===== src/rtl/mem_access_stage.sv =====
// mem_access_stage: memory-access pipeline stage between execute/address
// generation and write-back.
//   - Loads/stores go out on a ready/valid data-memory port.
//   - Non-memory ops pass straight through to the MEM latch.
//   - Upstream is stalled while an access is in flight.
//   - The MEM latch drives a forwarding bus.
//
// Handshake: a request transfers on any rising edge where dmem_req_valid
// and dmem_req_ready are both 1. While dmem_req_valid is high, the request
// fields follow the stalled (and therefore stable) upstream inputs. A load
// response is taken only in the cycle where dmem_resp_valid is 1 and the
// FSM is waiting in RESP; in any other state it is ignored.
//
// Optional feature: define MEM_MISALIGN_TRAP_EN to trap loads and stores
// whose address is not word aligned. A trapped op issues no request,
// completes in one cycle without writing a register, and sets the
// mem_misalign latch field.
module mem_access_stage #(
  parameter int DBITS     = 32,
  parameter int REGNOBITS = 5
) (
  input  logic                 clk,
  input  logic                 reset,
  input  logic                 agex_valid,
  input  logic                 agex_is_ld,
  input  logic                 agex_is_st,
  input  logic [DBITS-1:0]     agex_aluout,
  input  logic [DBITS-1:0]     agex_stdata,
  input  logic [DBITS-1:0]     agex_pc,
  input  logic                 agex_wr_reg,
  input  logic [REGNOBITS-1:0] agex_wregno,
  output logic                 mem_stall,
  output logic                 dmem_req_valid,
  input  logic                 dmem_req_ready,
  output logic                 dmem_req_we,
  output logic [DBITS-1:0]     dmem_req_addr,
  output logic [DBITS-1:0]     dmem_req_wdata,
  input  logic                 dmem_resp_valid,
  input  logic [DBITS-1:0]     dmem_resp_rdata,
  output logic                 mem_valid,
  output logic [DBITS-1:0]     mem_pc,
  output logic                 mem_wr_reg,
  output logic [REGNOBITS-1:0] mem_wregno,
  output logic [DBITS-1:0]     mem_wdata,
  output logic                 fwd_valid,
  output logic [REGNOBITS-1:0] fwd_regno,
  output logic [DBITS-1:0]     fwd_data,
  output logic [1:0]           dbg_state
`ifdef MEM_MISALIGN_TRAP_EN
  ,
  output logic                 mem_misalign
`endif
);

  typedef enum logic [1:0] {
    S_IDLE = 2'd0,
    S_REQ  = 2'd1,
    S_RESP = 2'd2
  } state_e;

  state_e                 state_q, state_d;
  logic                   done;
  logic                   mem_op;
  logic                   issue;
  logic                   misaligned;
  logic [DBITS-1:0]       wdata_d;

  logic                   mem_valid_q;
  logic [DBITS-1:0]       mem_pc_q;
  logic                   mem_wr_reg_q;
  logic [REGNOBITS-1:0]   mem_wregno_q;
  logic [DBITS-1:0]       mem_wdata_q;
  logic                   mem_misalign_q;

  // Classify the incoming op; a misaligned access never reaches memory.
  always_comb begin
    mem_op = agex_is_ld | agex_is_st;
`ifdef MEM_MISALIGN_TRAP_EN
    misaligned = mem_op & (agex_aluout[1:0] != 2'b00);
`else
    misaligned = 1'b0;
`endif
    issue = agex_valid & mem_op & ~misaligned;
  end

  // Next state and the "op completes this cycle" strobe.
  always_comb begin
    state_d = state_q;
    done    = 1'b0;
    case (state_q)
      S_IDLE: begin
        if (issue) begin
          state_d = S_REQ;
        end else begin
          done = agex_valid;
        end
      end
      S_REQ: begin
        if (dmem_req_ready) begin
          // ld has priority over st when both are set
          if (agex_is_ld) begin
            state_d = S_RESP;
          end else begin
            done    = 1'b1;
            state_d = S_IDLE;
          end
        end
      end
      S_RESP: begin
        if (dmem_resp_valid) begin
          done    = 1'b1;
          state_d = S_IDLE;
        end
      end
      default: state_d = S_IDLE;
    endcase
  end

  // Only a load can complete in RESP, so that is the only place load data is used.
  always_comb begin
    wdata_d = (state_q == S_RESP) ? dmem_resp_rdata : agex_aluout;
  end

  // FSM state and MEM latch; cycles that do not complete an op latch a bubble.
  always_ff @(posedge clk or negedge reset) begin
    if (!reset) begin
      state_q        <= S_IDLE;
      mem_valid_q    <= 1'b0;
      mem_pc_q       <= '0;
      mem_wr_reg_q   <= 1'b0;
      mem_wregno_q   <= '0;
      mem_wdata_q    <= '0;
      mem_misalign_q <= 1'b0;
    end else begin
      state_q <= state_d;
      if (done) begin
        mem_valid_q    <= 1'b1;
        mem_pc_q       <= agex_pc;
        mem_wr_reg_q   <= agex_wr_reg & ~misaligned;
        mem_wregno_q   <= agex_wregno;
        mem_wdata_q    <= wdata_d;
        mem_misalign_q <= misaligned;
      end else begin
        mem_valid_q    <= 1'b0;
        mem_pc_q       <= '0;
        mem_wr_reg_q   <= 1'b0;
        mem_wregno_q   <= '0;
        mem_wdata_q    <= '0;
        mem_misalign_q <= 1'b0;
      end
    end
  end

  // Request port, stall, latch outputs and forwarding bus.
  always_comb begin
    dmem_req_valid = (state_q == S_REQ);
    dmem_req_we    = agex_is_st & ~agex_is_ld;
    dmem_req_addr  = agex_aluout;
    dmem_req_wdata = agex_stdata;
    mem_stall      = agex_valid & mem_op & ~done;
    mem_valid      = mem_valid_q;
    mem_pc         = mem_pc_q;
    mem_wr_reg     = mem_wr_reg_q & mem_valid_q;
    mem_wregno     = mem_wregno_q;
    mem_wdata      = mem_wdata_q;
    fwd_valid      = mem_valid_q & mem_wr_reg_q;
    fwd_regno      = mem_wregno_q;
    fwd_data       = mem_wdata_q;
    dbg_state      = state_q;
  end

`ifdef MEM_MISALIGN_TRAP_EN
  assign mem_misalign = mem_misalign_q;
`else
  // The misalign field only leaves the block when the trap is built in.
  logic unused_misalign;
  assign unused_misalign = mem_misalign_q;
`endif

endmodule

===== config.mk =====
export PLATFORM = sky130hd
export DESIGN_NAME = mem_access_stage
export DESIGN_NICKNAME = d
export VERILOG_FILES = /design/src/rtl/mem_access_stage.sv
export SDC_FILE = /design/constraint.sdc
export NUM_CORES = 1
export LEC_CHECK = 0
export CAP_MARGIN = 5
export CORE_AREA = 2 2 122 124
export CTS_CLUSTER_SIZE = 10
export DETAILED_ROUTE_END_ITERATION = 10
export DIE_AREA = 0 0 124 126
export PLACE_DENSITY = 0.8
export SYNTH_ARGS = -nofsm -noshare
export SYNTH_HDL_FRONTEND = slang
export SYNTH_SLANG_ARGS = --single-unit

===== constraint.sdc =====
create_clock -name clk -period 1.2 [get_ports clk]
set_input_delay 0.12 -clock clk [delete_from_list [all_inputs] [get_ports clk]]
set_output_delay 0.12 -clock clk [all_outputs]
set_load 0.02 [all_outputs]

Word level (Yosys, flattened, before mapping). Index checks and enable logic that the tools add are counted.

Register bits: 73. Input bits: 141. Output and inout bits: 178. Word-level logic and storage cells: 36.

Eq/ne operators: 5. Mux-type cells: 16. Bitwise logic cells: 7. Reduce and logical (&&, ||, !) cells: 2.

Operator list (count): $mux W32 (3); $mux W2 (4); $mux W1 (6); $pmux W2 S3 (1); $mux W5 (1); $and A1 B1 Y1 (4); $ne A2 B2 Y1 const B (2); $pmux W1 S3 (1); $reduce_and A3 Y1 (1); $eq A2 B1 Y1 const B (1); $eq A2 B2 Y1 const B (1); $logic_not A2 Y1 (1); $ne A2 B1 Y1 const B (1); $not A1 Y1 (2); $or A1 B1 Y1 (1).

Longest topological paths before layout.
Word-level depth: 6. Gate-level depth with buffers: 5. Mapped depth without buffers: 3.

Least setup slack after synthesis. No wires, ideal clock.

Kind: flip-flop to output port. Start: register state_q[0] (netlist: dbg_state[0]). End: output mem_stall. Arrival time: 1375 ps. Data required time: 1080 ps. Setup slack: -295 ps. Stages on the path, launching flop included: 3. Cells stage by stage: dfrtp_1 and3b_1 a311oi_1.

Cells in the longest elaborated chain, start to end: 4. Elaborated cells between the ends (all ways): 6. Classes of those cells: eq/ne (2); mux (1); bitwise (2); reduce/logical (1).

Ends and longest elaborated chain: start: declaration (RTL line 61) `state_e state_q, state_d;`; start signal: assignment (RTL line 135) `state_q <= state_d;`; $eq A2 B2 Y1 (tied with other cells) (RTL line 90) `case (state_q)`; $pmux W1 S3 (*) (RTL line 90); $not A1 Y1 (*) (RTL line 160) `mem_stall = agex_valid & mem_op & ~done;`; $and A1 B1 Y1 (*) (RTL line 160); end: declaration (RTL line 32) `output logic mem_stall,`.

Mark *: on every way between the ends. The rest lies on a longest branch, timed or not.

Worst setup path in the final report.
Start: register state_q[1] (netlist: dbg_state[1]). End: register mem_wdata_q[30] (netlist: fwd_data[30]).

Cells in the longest elaborated chain, start to end: 3. Elaborated cells between the ends (all ways): 6. Classes of those cells: eq/ne (2); mux (3); reduce/logical (1).

Ends and longest elaborated chain: $eq A2 B2 Y1 (tied with other cells) (RTL line 90, 121); $pmux W1 S3 / $mux W32 (equally long branches) (RTL line 90, 121); $mux W32 (*) (RTL line 136) `if (done) begin`; end signal: assignment (RTL line 141) `mem_wdata_q <= wdata_d;`; end: declaration (RTL line 72) `logic [DBITS-1:0] mem_wdata_q;`.

Marked as above. A chain may end at the register's enable or synchronous reset.

==> results.md <==
- Top cell type's share of synthesized area: 0.5014
- Clock Skews: 0.01479 ns
- CTS tree: built
- Post-DR wirelength/cell: between 15 and 20 µm
- Pin count of the biggest net entering global routing: 74
- Finished Layout Cells: 683
- CP Max Fanout: 7
- Status: finished with violations
- Slowest CP cell: dfrtp_2
- Post-DP HPWL: 8.488 mm
- Clock Latency Late Sink: 0.34 ns
- CTS sink count: 73
- Post-synthesis cell count: 311
- Inserted Clock Buffers: 9
- All-layer global routing usage: 0.1360
- Syn Area/Cell: 11.72 µm²
- Net Count, Synth: approximately 450
- CTS root buf: clkbuf_16
- FILL cells: 1,423
- Starting DRC count in detailed routing: 33
- Fin area: about 6200 µm²
- Num rows: 44
- Routability cong.: 0.6899
- H-Tree Depth: 3
- Final worst slack: -0.2757 ns
- Initial core utilization: 0.2545
- Power per cell area: 1270 nW/µm²
- Pins Over Slew Limit: 0
- CP arrival: 1.69 ns
- Fin crit share: 1.230
- Synth warn: 0
- Area of the core: 14,310 µm²
- Post-route setup TNS: -17.66 ns
- Vias in the first global route: 2,984
- RSZ-0062 raised after global routing: yes
- Final Net Count: 635
- Leakage power: 3.300 nW
- Layout cells sized above 1: 0.1924
- DRC: 0
- Critical Path RT: 1.41 ns
- Post-route minimum period: 1.476 ns
- Worst-path cell chain: and3b_1, buf_4, a31oi_4, buf_12, clkbuf_16, a21oi_1
- Die width: about 120 µm
- Total die area: 15,620 µm²
- # setup viols final: 73
- Maximum VDD drop: 0.0005985 V
- Critical path launch point type: flop
- Antenna violations before repair: 0
- Critical path class: flop to flop
- Post-placement cell count: 661
- Synth unique cells: 22
- DR vias: between 2,000 and 3,000
- Commonest cells post-synth: buf_4, dfrtp_1, mux2i_1
- Post-synth EDFFs: 0
- Worst hold-check path type: primary input to output pin
- Crit end category: flop
- Port buffer count: 254
- Synth Flop Type: dfrtp_1
- Reg clk slew, reported paths: 0.06 ns
- Placed cell area: around 6000 µm²
- Layout area overhead: 69.54%
- Count leader, synth: buf_4
- Maximum clock path buffer count: 2
- Vias/cell: 4.236
- GRT overflow: 0
- Detail Route Antenna Nets: 0
- Failing checks: negative setup slack
- Max frequency: 677.6 MHz
- TritonRoute pass-1 iters: 4
- Top Ports: ~320
- Slew HR: 0.7427
- Total Wirelength: ~11 mm
- ANT cells: 0
- Final core utilization: 0.4316
- Die Ht: between 100 and 150 µm
- Endpoints failing hold: 0
- First-pass GRT wire length: roughly 16 mm
- Register area share after synthesis: 0.5014
- Mapped Area: 3643 µm²
- Largest stage delay on the critical path: 0.42 ns
- Worst-margin pin slew: 0.3859 ns
- Synth area leaders: dfrtp_1, buf_4, mux2i_1
- Ys async rst share: 1.000
- #FFs+latches synth: 73
- Max Cap Violations: 0
- Post-synth top area cell: dfrtp_1
## critical path: cells and delay by family, from the launching register on
kind / cells / cell delay [ns]
compound gates: 2 / 0.28
buf+inv: 3 / 0.46
flops: 1 / 0.42
simple gates: 1 / 0.19
## metal layers
metal | track usage | part of all wire | up-vias
met1 | 0.1295 | 0.33 | 1365
met4 | 0.06213 | 0.032 | 0
met3 | 0.04574 | 0.098 | 47
li1 | - | - | 1319
met2 | 0.2573 | 0.54 | 162
met5 | 0 | 0 | -
## cell families after synthesis
family	after synthesis	share of synthesized area
buffers and inverters	120	0.2479
DFF	73	0.5014
and+or+nand+nor	11	0.01614
AOI/OAI and AO/OA	74	0.1435
muxes	33	0.09100
## stage by stage
step | worst slack [ns] | hold slack, ns | power (mW)
floorplan | -0.1962 | -0.1756 | 4.115
global placement | -0.6719 | 0.1543 | 5.121
detailed placement | -0.6773 | 0.1649 | 5.157
CTS | -0.2722 | 0.2401 | 7.848
global route | -0.3189 | 0.2400 | 8.217
finish | -0.2757 | 0.2400 | 7.844
## layout make-up
class,instances,area [µm²],area share
timing repair buffer,292,2801,0.4535
sequential,73,1829,0.2961
multi-input combinational,118,993.5,0.1608
clock buffer,11,242.7,0.03930
tap,184,230.2,0.03727
clock inverter,5,80.08,0.01296
## power breakdown
part	internal [mW]	total, mW	switching [mW]
sequential	2.67	2.75	0.0848
combinational	1.09	2.22	1.14
clock	1.87	2.87	1.00
## sequential cells by signal, indices dropped and copies added (netlist names)
register / cells
mem_valid: 1
fwd_data: 32
dbg_state: 2
fwd_regno: 5
mem_pc: 32
mem_wr_reg_q: 1
## final timing paths
path                                       from                 end  slack (ns)  cells past startpoint
worst max-delay path               dbg_state[1]        fwd_data[30]       -0.28                      6
worst max register to register     dbg_state[1]        fwd_data[30]       -0.28                      6
worst min register to register     dbg_state[1]        dbg_state[0]        0.61                      2
max in group asynchronous                 reset        dbg_state[0]        0.55                      3
min in group asynchronous                 reset         fwd_data[3]        0.34                      3
worst min-delay path            agex_stdata[21]  dmem_req_wdata[21]        0.24                      0
## placed cells by master, fill, tap and decap left out, types with 2 or more instances in the layout
cell and count:
dlygate4sd2_1 117, clkdlybuf4s50_1 107, dfrtp_1 71, mux2i_1 32, a21boi_1 28, buf_4 27
a21oi_1 23, clkdlybuf4s15_1 17, clkbuf_16 11, a21boi_2 10, a21oi_2 9, buf_12 8
buf_6 6, clkbuf_2 4, o21ai_1 2, bufinv_16 2, clkinvlp_4 2, dfrtp_2 2
buf_2 2
## what timing repair did
item	in CTS	in global routing
buffers inserted	1	3
pin swaps	1	0
hold endpoints to repair	73	0
hold buffers	1	0
endpoints found under the setup margin	217	93
cloned	0	3
gates resized for setup	187	36
Note: power is estimated with default switching activity, not from simulation.
==> patch, RTL diff (same flow settings) <==
Build with the macro `MEM_MISALIGN_TRAP_EN` defined.
--- a/src/rtl/mem_access_stage.sv
+++ b/src/rtl/mem_access_stage.sv
@@ -15,6 +15,8 @@
 // whose address is not word aligned. A trapped op issues no request,
 // completes in one cycle without writing a register, and sets the
 // mem_misalign latch field.
+`define MEM_MISALIGN_TRAP_EN
+
 module mem_access_stage #(
   parameter int DBITS     = 32,
   parameter int REGNOBITS = 5
Behaviour (old outputs only; new: mem_misalign): not the same (a bounded check fails within 4 cycles, from zero or initial values and one cycle with reset low).
==> patch against the unedited design <==
The flow still finishes with violations (negative setup slack); critical endpoint is now mem_stall; final area grew 16%; critical path depth is 2 lower; sequential share of layout area down 3.7 points; highest routed layer unchanged; clock skew down 12 ps; combinational power rose by 23%; wire length is 34% higher; sequential cell count rose by 1; largest cell class unchanged; area after synthesis is 0.45% lower; power up 9.3%; worst setup slack worse by 160 ps; die area did not move; synthesized cell count increased by 2.6%.
==> patch: results (changes against the unedited design) <==
.. list-table::
   :header-rows: 1

   * - Metric
     - Value
   * - Top cells by instance count after synthesis
     - sky130_fd_sc_hd__buf_4, sky130_fd_sc_hd__dfrtp_1, sky130_fd_sc_hd__a21boi_0, sky130_fd_sc_hd__a21oi_1, sky130_fd_sc_hd__mux2i_1 (was sky130_fd_sc_hd__buf_4, sky130_fd_sc_hd__dfrtp_1, sky130_fd_sc_hd__mux2i_1, sky130_fd_sc_hd__a21boi_1, sky130_fd_sc_hd__a21oi_1)
   * - Pre-CTS setup slack
     - -920 ps (was -677 ps)
   * - Cell family contributing the most delay on the critical path
     - simple AND/OR/NAND/NOR gates (was buffers and inverters)
   * - Cell types occupying the most area after synthesis
     - sky130_fd_sc_hd__dfrtp_1, sky130_fd_sc_hd__buf_4, sky130_fd_sc_hd__mux2i_1, sky130_fd_sc_hd__a21boi_0, sky130_fd_sc_hd__a21oi_1 (was sky130_fd_sc_hd__dfrtp_1, sky130_fd_sc_hd__buf_4, sky130_fd_sc_hd__mux2i_1, sky130_fd_sc_hd__a21boi_1, sky130_fd_sc_hd__a21oi_1)
   * - Global-route wire length before repair
     - 17800 µm (was 15900 µm)
   * - Share of the yosys chip area belonging to registers
     - 51.1% (was 50.1%)
   * - Count of buffers inserted at the top-level ports
     - 255 (was 254)
   * - Worst endpoint data arrival time
     - 1510 ps (was 1690 ps)
   * - Leakage component of the power
     - 3.59 nW (was 3.30 nW)
   * - Largest fanout on the critical path
     - 4 (was 7)
   * - HPWL after detailed placement
     - 9010 µm (was 8490 µm)
   * - Avg Inst Size Synth
     - 11.4 µm² (was 11.7 µm²)
   * - Maximum number of pins on one net before global-route repair
     - 75 (was 74)
   * - Least setup slack across all paths after layout
     - -431 ps (was -276 ps)
   * - Endpoint, Worst Hold
     - dmem_req_wdata[12] (was dmem_req_wdata[21])
   * - Final non-filler cell total
     - 723 (was 683)
   * - Run status
     - finished, violations left (unchanged)
   * - Global-route usage over all layers
     - 15.4% (was 13.6%)
   * - Gp weighted congestion
     - 0.724 (was 0.690)
   * - Worst R2R Path Depth
     - 7 (was 6)
   * - Violated checks
     - negative setup slack (unchanged)
   * - Wire length reported by the detailed router
     - 15200 µm (was 11400 µm)
   * - Synth Net Count
     - 460 (was 452)
   * - Number of antenna violations at the first check in global routing
     - 2 (was 0)
   * - First DRT Iteration DRCs
     - 61 (was 33)
   * - Worst Skew
     - 3.21 ps (was 14.8 ps)
   * - Via-per-instance ratio
     - 4.39 (was 4.24)
   * - Number of distinct library cells after synthesis
     - 26 (was 22)
   * - Via count of the first global-routing pass
     - 3242 (was 2984)
   * - Setup Viol. Count Final
     - 75 (was 73)
   * - Reg2reg end
     - mem_pc[25] (was fwd_data[30])
   * - Max transition margin
     - 72.0% (was 74.3%)
patch: changes by cell type in the layout (fill, tap and decap cells not counted), moves of 6 or more:
| cell | delta |
|---|---|
| sky130_fd_sc_hd__a21boi_1 | -28 |
| sky130_fd_sc_hd__a21boi_2 | +27 |
| sky130_fd_sc_hd__a21oi_1 | -22 |
| sky130_fd_sc_hd__a21oi_2 | +21 |
| sky130_fd_sc_hd__clkbuf_16 | +12 |
| sky130_fd_sc_hd__clkdlybuf4s15_1 | +9 |
| sky130_fd_sc_hd__buf_12 | +6 |
patch: layer usage:
metal  global-route usage, %  part of all wire [%]  up-vias
met5                       0                     0        -
met1                    15.9                    37     1549
met2                    27.5                    51      163
met4                    5.95                   2.9        0
li1                        -                     -     1417
met3                    6.30                   9.2       44
patch: how the worst max path moves through the flow:
stage / startpoint / end / slack [ps] / cells after the start
4_1_cts: dbg_state[1] / mem_stall / -430 / 4
5_1_grt: dbg_state[0] / mem_stall / -490 / 4
6_report: dbg_state[0] / mem_stall / -430 / 4
3_5_place_dp: agex_is_ld / fwd_regno[2] / -920 / 5
3_3_place_gp: agex_is_ld / mem_stall / -870 / 5
2_1_floorplan: dbg_state[0] / mem_stall / -190 / 3
patch: timing repair:
action,4_1_cts,5_1_grt
buffers inserted,2,11
gates resized for setup,210,134
pin swaps,0,25
hold endpoints to repair,74,0
gates cloned,3,22
hold buffers,1,0
setup endpoints to repair,219,102
patch: cell type report:
type                       instances  area [µm²]
multi-input combinational        125        1280
antenna                            2        5.00
clock buffer                      12         267
fill                            1294        7160
sequential                        74        1850
tap                              184         230
timing repair buffer             322        3440
clock inverter                     4        72.6
patch: worst reg2reg max path, stage by stage, from the launching register on:
cell and delay [ps]:
sky130_fd_sc_hd__dfrtp_2 430, sky130_fd_sc_hd__and4bb_1 340, sky130_fd_sc_hd__a21oi_4 50, sky130_fd_sc_hd__buf_4 140, sky130_fd_sc_hd__buf_12 140, sky130_fd_sc_hd__buf_12 140, sky130_fd_sc_hd__clkbuf_16 160, sky130_fd_sc_hd__a21boi_2 130
patch: stage by stage:
step	hold WS, ps	setup TNS, ps
2_1_floorplan	-176	-10860
3_3_place_gp	157	-60440
3_5_place_dp	173	-65240
4_1_cts	240	-18390
5_1_grt	240	-28560
6_report	240	-24490
patch: cells by family (layout without fill, tap and decap cells):
kind of cell	count (synthesis)	after routing	synth area share [%]
AOI/OAI and AO/OA	75	75	13.5
buffers and inverters	120	338	23.5
DFF	74	74	51.1
muxes	32	32	8.83
other	0	2	0
and+or+nand+nor	18	18	3.14
patch: power breakdown:
part | switching (mW) | internal [mW] | leakage (nW)
registers | 0.0942 | 2.72 | 0.973
logic | 1.36 | 1.38 | 2.45
clock network | 1.04 | 1.99 | 0.165
